$ cat config.mk
export PLATFORM = sky130hd
export DESIGN_NAME = muldiv_unit_flat
export DESIGN_NICKNAME = d
export VERILOG_FILES = /design/src/rtl/muldiv_unit_if.sv /design/src/rtl/muldiv_unit.sv /design/src/flat_wrapper.sv
export SDC_FILE = /design/constraint.sdc
export NUM_CORES = 1
export LEC_CHECK = 0
export BUFFER_PORTS_ARGS = -buffer_cell sky130_fd_sc_hd__buf_2
export CORE_MARGIN = 5
export CORE_UTILIZATION = 55
export CTS_BUF_LIST = sky130_fd_sc_hd__clkbuf_4
export DETAILED_ROUTE_END_ITERATION = 7
export GPL_ROUTABILITY_DRIVEN = 0
export GPL_TIMING_DRIVEN = 0
export PLACE_DENSITY = 0.79
export SKIP_LAST_GASP = 1
export SLEW_MARGIN = 10
export SYNTH_ARGS = -nofsm -noshare
export SYNTH_HDL_FRONTEND = slang
export SYNTH_SLANG_ARGS = --single-unit
$ cat constraint.sdc
create_clock -name clk -period 3.05 [get_ports clk]
set_input_delay 0.1525 -clock clk [delete_from_list [all_inputs] [get_ports clk]]
set_output_delay 0.1525 -clock clk [all_outputs]
set_load 0.01 [all_outputs]
$ cat src/rtl/muldiv_unit_if.sv
// rtl/muldiv_unit_if.sv - request/read/status bundle between the execute stage and the muldiv unit
interface muldiv_unit_if #(
  parameter int WIDTH = 32
);
  logic             start;
  logic             op;
  logic [WIDTH-1:0] a;
  logic [WIDTH-1:0] b;
  logic             rd_req;
  logic             rd_sel;
  logic [WIDTH-1:0] rd_data;
  logic [WIDTH-1:0] hi;
  logic [WIDTH-1:0] lo;
  logic             busy;
  logic             stall;
  logic             done;
  logic             dz;

  // Pipeline side: issues operations and HI/LO reads.
  modport master (
    output start, op, a, b, rd_req, rd_sel,
    input  rd_data, hi, lo, busy, stall, done, dz
  );

  // Unit side: owns HI/LO and the status outputs.
  modport slave (
    input  start, op, a, b, rd_req, rd_sel,
    output rd_data, hi, lo, busy, stall, done, dz
  );
endinterface

$ cat src/rtl/muldiv_unit.sv
// rtl/muldiv_unit.sv - iterative signed MULT/DIV unit holding the HI/LO registers
module muldiv_unit #(
  parameter int WIDTH = 32
) (
  input  logic         clk,
  input  logic         reset,
  muldiv_unit_if.slave bus
);

  localparam int CW = $clog2(WIDTH);

  typedef enum logic [1:0] {
    IDLE  = 2'd0,
    CALC  = 2'd1,
    FIXUP = 2'd2
  } state_t;

  state_t             state_q, state_d;
  logic [CW-1:0]      cnt_q, cnt_d;
  logic               op_q, op_d;
  logic               sa_q, sa_d;
  logic               sb_q, sb_d;
  logic [WIDTH-1:0]   bmag_q, bmag_d;
  logic [2*WIDTH-1:0] acc_q, acc_d;
  logic [WIDTH-1:0]   hi_q, hi_d;
  logic [WIDTH-1:0]   lo_q, lo_d;
  logic               done_q, done_d;
  logic               dz_q, dz_d;

  logic [WIDTH-1:0]   amag_in;
  logic [WIDTH-1:0]   bmag_in;
  logic [WIDTH:0]     msum;
  logic [WIDTH:0]     r_sh;
  logic [WIDTH:0]     r_diff;
  logic               r_ge;
  logic [2*WIDTH-1:0] prod;
  logic [WIDTH-1:0]   quo;
  logic [WIDTH-1:0]   rem;

  // Datapath: operand magnitudes, one shift-add / shift-subtract step, and sign fix-up values.
  // The accumulator is shared: MULT keeps {partial product, remaining multiplier},
  // DIV keeps {partial remainder, dividend bits shifting into quotient bits}.
  always_comb begin
    amag_in = bus.a[WIDTH-1] ? -bus.a : bus.a;
    bmag_in = bus.b[WIDTH-1] ? -bus.b : bus.b;

    msum    = {1'b0, acc_q[2*WIDTH-1:WIDTH]} + {1'b0, {WIDTH{acc_q[0]}} & bmag_q};

    r_sh    = {acc_q[2*WIDTH-1:WIDTH], acc_q[WIDTH-1]};
    r_ge    = (r_sh >= {1'b0, bmag_q});
    r_diff  = r_sh - {1'b0, bmag_q};

    prod    = (sa_q ^ sb_q) ? -acc_q : acc_q;
    quo     = (sa_q ^ sb_q) ? -acc_q[WIDTH-1:0] : acc_q[WIDTH-1:0];
    // With a zero divisor every step subtracts nothing, so the remainder ends up as |a|
    // and the sign correction below restores the original dividend for HI.
    rem     = sa_q ? -acc_q[2*WIDTH-1:WIDTH] : acc_q[2*WIDTH-1:WIDTH];
  end

  // Next-state and register updates for the IDLE -> CALC -> FIXUP sequence.
  always_comb begin
    state_d = state_q;
    cnt_d   = cnt_q;
    op_d    = op_q;
    sa_d    = sa_q;
    sb_d    = sb_q;
    bmag_d  = bmag_q;
    acc_d   = acc_q;
    hi_d    = hi_q;
    lo_d    = lo_q;
    done_d  = 1'b0;
    dz_d    = dz_q;

    unique case (state_q)
      IDLE: begin
        if (bus.start) begin
          op_d    = bus.op;
          sa_d    = bus.a[WIDTH-1];
          sb_d    = bus.b[WIDTH-1];
          bmag_d  = bmag_in;
          acc_d   = {{WIDTH{1'b0}}, amag_in};
          cnt_d   = '0;
          dz_d    = 1'b0;
          state_d = CALC;
        end
      end

      CALC: begin
        if (op_q) begin
          acc_d = {(r_ge ? r_diff[WIDTH-1:0] : r_sh[WIDTH-1:0]), acc_q[WIDTH-2:0], r_ge};
        end else begin
          acc_d = {msum, acc_q[WIDTH-1:1]};
        end
        cnt_d = cnt_q + CW'(1);
        if (cnt_q == CW'(WIDTH - 1)) begin
          state_d = FIXUP;
        end
      end

      FIXUP: begin
        if (op_q) begin
          hi_d = rem;
          if (bmag_q == '0) begin
            lo_d = '1;
            dz_d = 1'b1;
          end else begin
            lo_d = quo;
          end
        end else begin
          hi_d = prod[2*WIDTH-1:WIDTH];
          lo_d = prod[WIDTH-1:0];
        end
        done_d  = 1'b1;
        state_d = IDLE;
      end

      default: begin
        state_d = IDLE;
      end
    endcase
  end

  // State register; reset abandons any operation in flight without touching HI/LO afterwards.
  always_ff @(posedge clk) begin
    if (reset) begin
      state_q <= IDLE;
      cnt_q   <= '0;
      op_q    <= 1'b0;
      sa_q    <= 1'b0;
      sb_q    <= 1'b0;
      bmag_q  <= '0;
      acc_q   <= '0;
      hi_q    <= '0;
      lo_q    <= '0;
      done_q  <= 1'b0;
      dz_q    <= 1'b0;
    end else begin
      state_q <= state_d;
      cnt_q   <= cnt_d;
      op_q    <= op_d;
      sa_q    <= sa_d;
      sb_q    <= sb_d;
      bmag_q  <= bmag_d;
      acc_q   <= acc_d;
      hi_q    <= hi_d;
      lo_q    <= lo_d;
      done_q  <= done_d;
      dz_q    <= dz_d;
    end
  end

  assign bus.hi      = hi_q;
  assign bus.lo      = lo_q;
  assign bus.busy    = (state_q != IDLE);
  assign bus.stall   = bus.rd_req & (state_q != IDLE);
  assign bus.rd_data = bus.rd_sel ? hi_q : lo_q;
  assign bus.done    = done_q;
  assign bus.dz      = dz_q;

endmodule

$ cat src/flat_wrapper.sv
// flat-port wrapper written by rule: the top's interface ports become plain ports
module muldiv_unit_flat 
#(
  parameter int WIDTH = 32
)
  (clk, reset, bus_start, bus_op, bus_a, bus_b, bus_rd_req, bus_rd_sel, bus_rd_data, bus_hi, bus_lo, bus_busy, bus_stall, bus_done, bus_dz);
  muldiv_unit_if #(.WIDTH(WIDTH)) bus_i ();
  input  logic clk;
  input  logic reset;
  input wire logic [$bits(bus_i.start)-1:0] bus_start;
  input wire logic [$bits(bus_i.op)-1:0] bus_op;
  input wire logic [$bits(bus_i.a)-1:0] bus_a;
  input wire logic [$bits(bus_i.b)-1:0] bus_b;
  input wire logic [$bits(bus_i.rd_req)-1:0] bus_rd_req;
  input wire logic [$bits(bus_i.rd_sel)-1:0] bus_rd_sel;
  output wire logic [$bits(bus_i.rd_data)-1:0] bus_rd_data;
  output wire logic [$bits(bus_i.hi)-1:0] bus_hi;
  output wire logic [$bits(bus_i.lo)-1:0] bus_lo;
  output wire logic [$bits(bus_i.busy)-1:0] bus_busy;
  output wire logic [$bits(bus_i.stall)-1:0] bus_stall;
  output wire logic [$bits(bus_i.done)-1:0] bus_done;
  output wire logic [$bits(bus_i.dz)-1:0] bus_dz;
  assign bus_i.start = bus_start;
  assign bus_i.op = bus_op;
  assign bus_i.a = bus_a;
  assign bus_i.b = bus_b;
  assign bus_i.rd_req = bus_rd_req;
  assign bus_i.rd_sel = bus_rd_sel;
  assign bus_rd_data = bus_i.rd_data;
  assign bus_hi = bus_i.hi;
  assign bus_lo = bus_i.lo;
  assign bus_busy = bus_i.busy;
  assign bus_stall = bus_i.stall;
  assign bus_done = bus_i.done;
  assign bus_dz = bus_i.dz;
  muldiv_unit #(.WIDTH(WIDTH)) u_core (.clk(clk), .reset(reset), .bus(bus_i));
endmodule
==> results.yml <==
outcome:
  run_status: "complete, but fails checks"
  failed_checks: "design-rule violations, negative setup slack"
routing:
  wl_met3_um: 7226
  routed-wl-met2_um: 23840
  antenna_left: 0
  wl_per_cell_um: 22.06
  post-route-drc-count: 9
  first_iter_violations: 2443
  top_layer_used: "met5"
  wl_met1_um: 21960
  avgViaCountPerCell: 6.696
  vias: 16989
  final_wirelength_um: 55980
  drt_pre_antenna_iters: 8
floorplanning:
  total_core_area_um2: 25980
  rows: 59
  dieArea_um2: 29630
  boundaryPins: 170
  die_w_um: 172.1
  fp.dieH_um: 172.1
  initial_utilization_pct: 55.63
logic_synthesis:
  ys_async_sr_fraction_pct: 0
  yosysTopAreaCell: "sky130_fd_sc_hd__dfxtp_1"
  number_of_enable_flip_flop_cells_after_synthesis: 0
  post_synth_instance_area_um2: 14460
  synthCells: 1934
  synth_cell_type_count: 94
  synth.yosys.seq_area_share_pct: 23.82
  yosysMostFrequentCell: "sky130_fd_sc_hd__nor2_1"
  netlist_top_cells_count: "sky130_fd_sc_hd__nor2_1, sky130_fd_sc_hd__nand2_1, sky130_fd_sc_hd__dfxtp_1, sky130_fd_sc_hd__a21oi_1, sky130_fd_sc_hd__o21ai_0"
  postSynthRegisterBits: 172
  post-synth-top-area-fraction_pct: 23.82
  ys.flop_type: "sky130_fd_sc_hd__dfxtp_1"
  syn_avg_cell_area_um2: 7.475
  netlist_top_cells_area: "sky130_fd_sc_hd__dfxtp_1, sky130_fd_sc_hd__ha_1, sky130_fd_sc_hd__nor2_1"
  yosysWarningCount: 0
  synth_nets: 2076
clock_tree:
  ctsLongestPathBuffers: 2
  cts_sinks: 172
  cts_max_level: 4
  clkLatencyLatePin_ns: 0.63
  path_clk_slew_ns: 0.17
  tritoncts: "built"
  library_cell_used_as_clock_root_buffer: "sky130_fd_sc_hd__clkbuf_4"
  tritoncts_buffers: 17
finish:
  multiInputGateArea_um2: 10730
  flow.area_growth_from_synthesis_pct: 19.80
  fillers: 2199
  layout-drive-gt1-share_pct: 19.72
  register_area_um2: 3502
  finish.net_count: 2330
setup_path:
  crit_path_max_fanout: 8
  worst_setup_path_end_kind: "flop"
  worst_r2r_startpoint: "u_core.bmag_q[2]$_SDFFE_PP0P_"
  regToRegSetupSlack_ns: -0.08
  worst-endpoint-arrival_ns: 3.66
  critPathRequiredTime_ns: 3.58
  r2r_end: "u_core.acc_q[0]$_SDFFE_PP0P_"
  reg2regPathDepth: 12
  crit_type: "reg2reg"
  worstSetupStartpointType: "flop"
power:
  switching_share_pct: 42.83
  internal_power_mw: 3.702
  power.net_switching_mw: 2.774
  power_mw: 6.476
  ir_drop_uv: 255.3
  seqPwrFrac_pct: 38.6
  pwr-share-clk_pct: 22.0
  power.density_cell_area_nw_per_um2: 373.9
  combPwrFrac_pct: 39.3
  static-leakage-power_nw: 7.120
global_route:
  wire_length_of_the_first_global_routing_pass_um: 83430
  grt.total_usage_pct: 35.33
  grt_pass1_vias: 15333
  largest_net_degree_at_the_start_of_global_routing: 20
  congestion_overflow_gr: 0
  antenna_violations_before_repair: 2
sta:
  fin_crit_ns: 3.132
  period_share_pct: 102.7
  max_clock_freq_mhz: 319.3
  clock_skew_ns: 0.03566
  worst_slew_margin_rel_pct: 31.07
  fin_hold_ws_ns: 0.04991
  worstMarginPinSlew_ns: 1.028
  report.final.slew_viol_count: 0
  endpoints_failing_hold: 0
  setup-violations-final: 12
  grt_setup_unrepaired: "yes"
  finalWorstSetupSlack_ns: -0.08214
run:
  drv_cap: 0
hold_path:
  min_to: "u_core.bmag_q[28]$_SDFFE_PP0P_"
  hold_path.class: "in2reg"
  min_path_cells: 5
  timing.hold.worst.start: "bus_b[31]"
placement:
  place.detailed.hpwl_um: 41090
  placement.io_buffers: 167
power by group through the flow:
stage	sequential (mW)	combinational, mW	clock [mW]
finish	2.50	2.55	1.43
global route	2.51	2.69	1.49
CTS	2.49	2.29	1.39
detailed placement	2.53	2.15	0
global placement	2.53	2.11	0
floorplan	2.48	1.57	0
worst max-delay path by stage:
stage	startpoint	endpoint	slack, ns	depth (start not counted)
floorplan	u_core.acc_q[31]$_SDFFE_PP0P_	u_core.acc_q[58]$_SDFFE_PP0P_	0.10	12
global placement	u_core.acc_q[0]$_SDFFE_PP0P_	u_core.acc_q[60]$_SDFFE_PP0P_	-1.24	13
detailed placement	u_core.acc_q[0]$_SDFFE_PP0P_	u_core.acc_q[60]$_SDFFE_PP0P_	-1.23	13
CTS	u_core.acc_q[37]$_SDFFE_PP0P_	u_core.acc_q[49]$_SDFFE_PP0P_	-0.02	11
global route	u_core.bmag_q[2]$_SDFFE_PP0P_	u_core.acc_q[41]$_SDFFE_PP0P_	-0.23	12
finish	u_core.bmag_q[2]$_SDFFE_PP0P_	u_core.acc_q[0]$_SDFFE_PP0P_	-0.08	12
cells by family (layout without fill, tap and decap cells):
logic type,after synthesis,in the layout,synth area share [%]
simple gates,648,648,21.37
compound gates,619,619,28.61
xor+xnor,161,161,9.754
buf+inv,201,468,5.582
flops,172,172,23.82
other cells,0,1,0
fa+ha+maj,72,72,6.335
mux,61,61,4.535
metrics by stage:
stage          setup WS [ns]  std cells  setup TNS [ns]  area [um2]  utilization [%]
2_1_floorplan         0.1016       1934               0       14460                -
3_3_place_gp          -1.235       2436          -24.03       15710            60.46
3_5_place_dp          -1.229       2436          -25.93       15720            60.48
4_1_cts             -0.02145       2525        -0.06261       16890            65.01
5_1_grt              -0.2324       2537          -4.163       17320            66.65
6_report            -0.08214       2537         -0.3965       17320            66.65
worst max-delay path, stage by stage, from the launching register on:
cell and delay [ns]:
sky130_fd_sc_hd__dfxtp_2 0.39, sky130_fd_sc_hd__inv_4 0.05, sky130_fd_sc_hd__ha_4 0.29, sky130_fd_sc_hd__nand3b_1 0.16
sky130_fd_sc_hd__a2111oi_4 0.50, sky130_fd_sc_hd__o2111ai_4 0.21, sky130_fd_sc_hd__a311oi_4 0.44, sky130_fd_sc_hd__or2_1 0.17
sky130_fd_sc_hd__buf_6 0.13, sky130_fd_sc_hd__buf_12 0.15, sky130_fd_sc_hd__nand2_2 0.11, sky130_fd_sc_hd__o211a_1 0.20
sky130_fd_sc_hd__a311oi_2 0.23
cell usage in the layout (no fill, tap or decap), types with 22 or more instances in the layout:
| cell type | Yosys | final |
|---|---|---|
| sky130_fd_sc_hd__nor2_1 | 217 | 216 |
| sky130_fd_sc_hd__nand2_1 | 178 | 177 |
| sky130_fd_sc_hd__buf_2 | 8 | 174 |
| sky130_fd_sc_hd__a21oi_1 | 153 | 146 |
| sky130_fd_sc_hd__dfxtp_1 | 172 | 139 |
| sky130_fd_sc_hd__o21ai_0 | 116 | 107 |
| sky130_fd_sc_hd__a211oi_1 | 99 | 92 |
| sky130_fd_sc_hd__clkbuf_1 | 103 | 86 |
| sky130_fd_sc_hd__xor2_1 | 82 | 82 |
| sky130_fd_sc_hd__xnor2_1 | 79 | 78 |
| sky130_fd_sc_hd__inv_1 | 70 | 61 |
| sky130_fd_sc_hd__ha_1 | 70 | 54 |
| sky130_fd_sc_hd__dlygate4sd3_1 | 0 | 45 |
| sky130_fd_sc_hd__buf_4 | 2 | 37 |
| sky130_fd_sc_hd__nand3_1 | 36 | 36 |
| sky130_fd_sc_hd__nor3_1 | 41 | 36 |
| sky130_fd_sc_hd__mux2_2 | 35 | 35 |
| sky130_fd_sc_hd__a21o_1 | 30 | 30 |
| sky130_fd_sc_hd__a31oi_1 | 31 | 29 |
| sky130_fd_sc_hd__dfxtp_2 | 0 | 26 |
| sky130_fd_sc_hd__mux2i_1 | 25 | 25 |
| sky130_fd_sc_hd__o31ai_1 | 24 | 24 |
| sky130_fd_sc_hd__nor4_1 | 26 | 22 |
state kept, by name (all words and copies together) (netlist names):
signal,flops
u_core.bus.dz,1
u_core.sa_q,1
u_core.bus.lo,32
u_core.acc_q,64
u_core.state_q,2
u_core.sb_q,1
u_core.bus.hi,32
u_core.bus.done,1
u_core.cnt_q,5
u_core.op_q,1
u_core.bmag_q,32
metal layers:
| metal | GRT usage [%] | vias up |
|---|---|---|
| met4 | 14.08 | 2 |
| met3 | 9.465 | 284 |
| met1 | 48.04 | 7836 |
| met2 | 53.41 | 1257 |
| met5 | 0 | - |
| li1 | - | 7610 |
what timing repair did:
action | in CTS | in global routing
pin swaps | 16 | 34
hold buffers | 45 | 0
buffers inserted | 16 | 18
endpoints found under the setup margin | 57 | 41
resized for setup | 82 | 95
endpoints found under the hold margin | 42 | 0
cell type report:
| type | instances | area share (%) |
|---|---|---|
| Multi-Input combinational cell | 1561 | 61.96 |
| Sequential cell | 172 | 20.22 |
| Timing Repair Buffer | 246 | 8.973 |
| Buffer | 120 | 3.135 |
| Tap cell | 335 | 2.420 |
| Inverter | 70 | 1.560 |
| Clock inverter | 15 | 0.9753 |
| Clock buffer | 17 | 0.7369 |
| Antenna cell | 1 | 0.01445 |
Note: power is estimated with default switching activity, not from simulation.
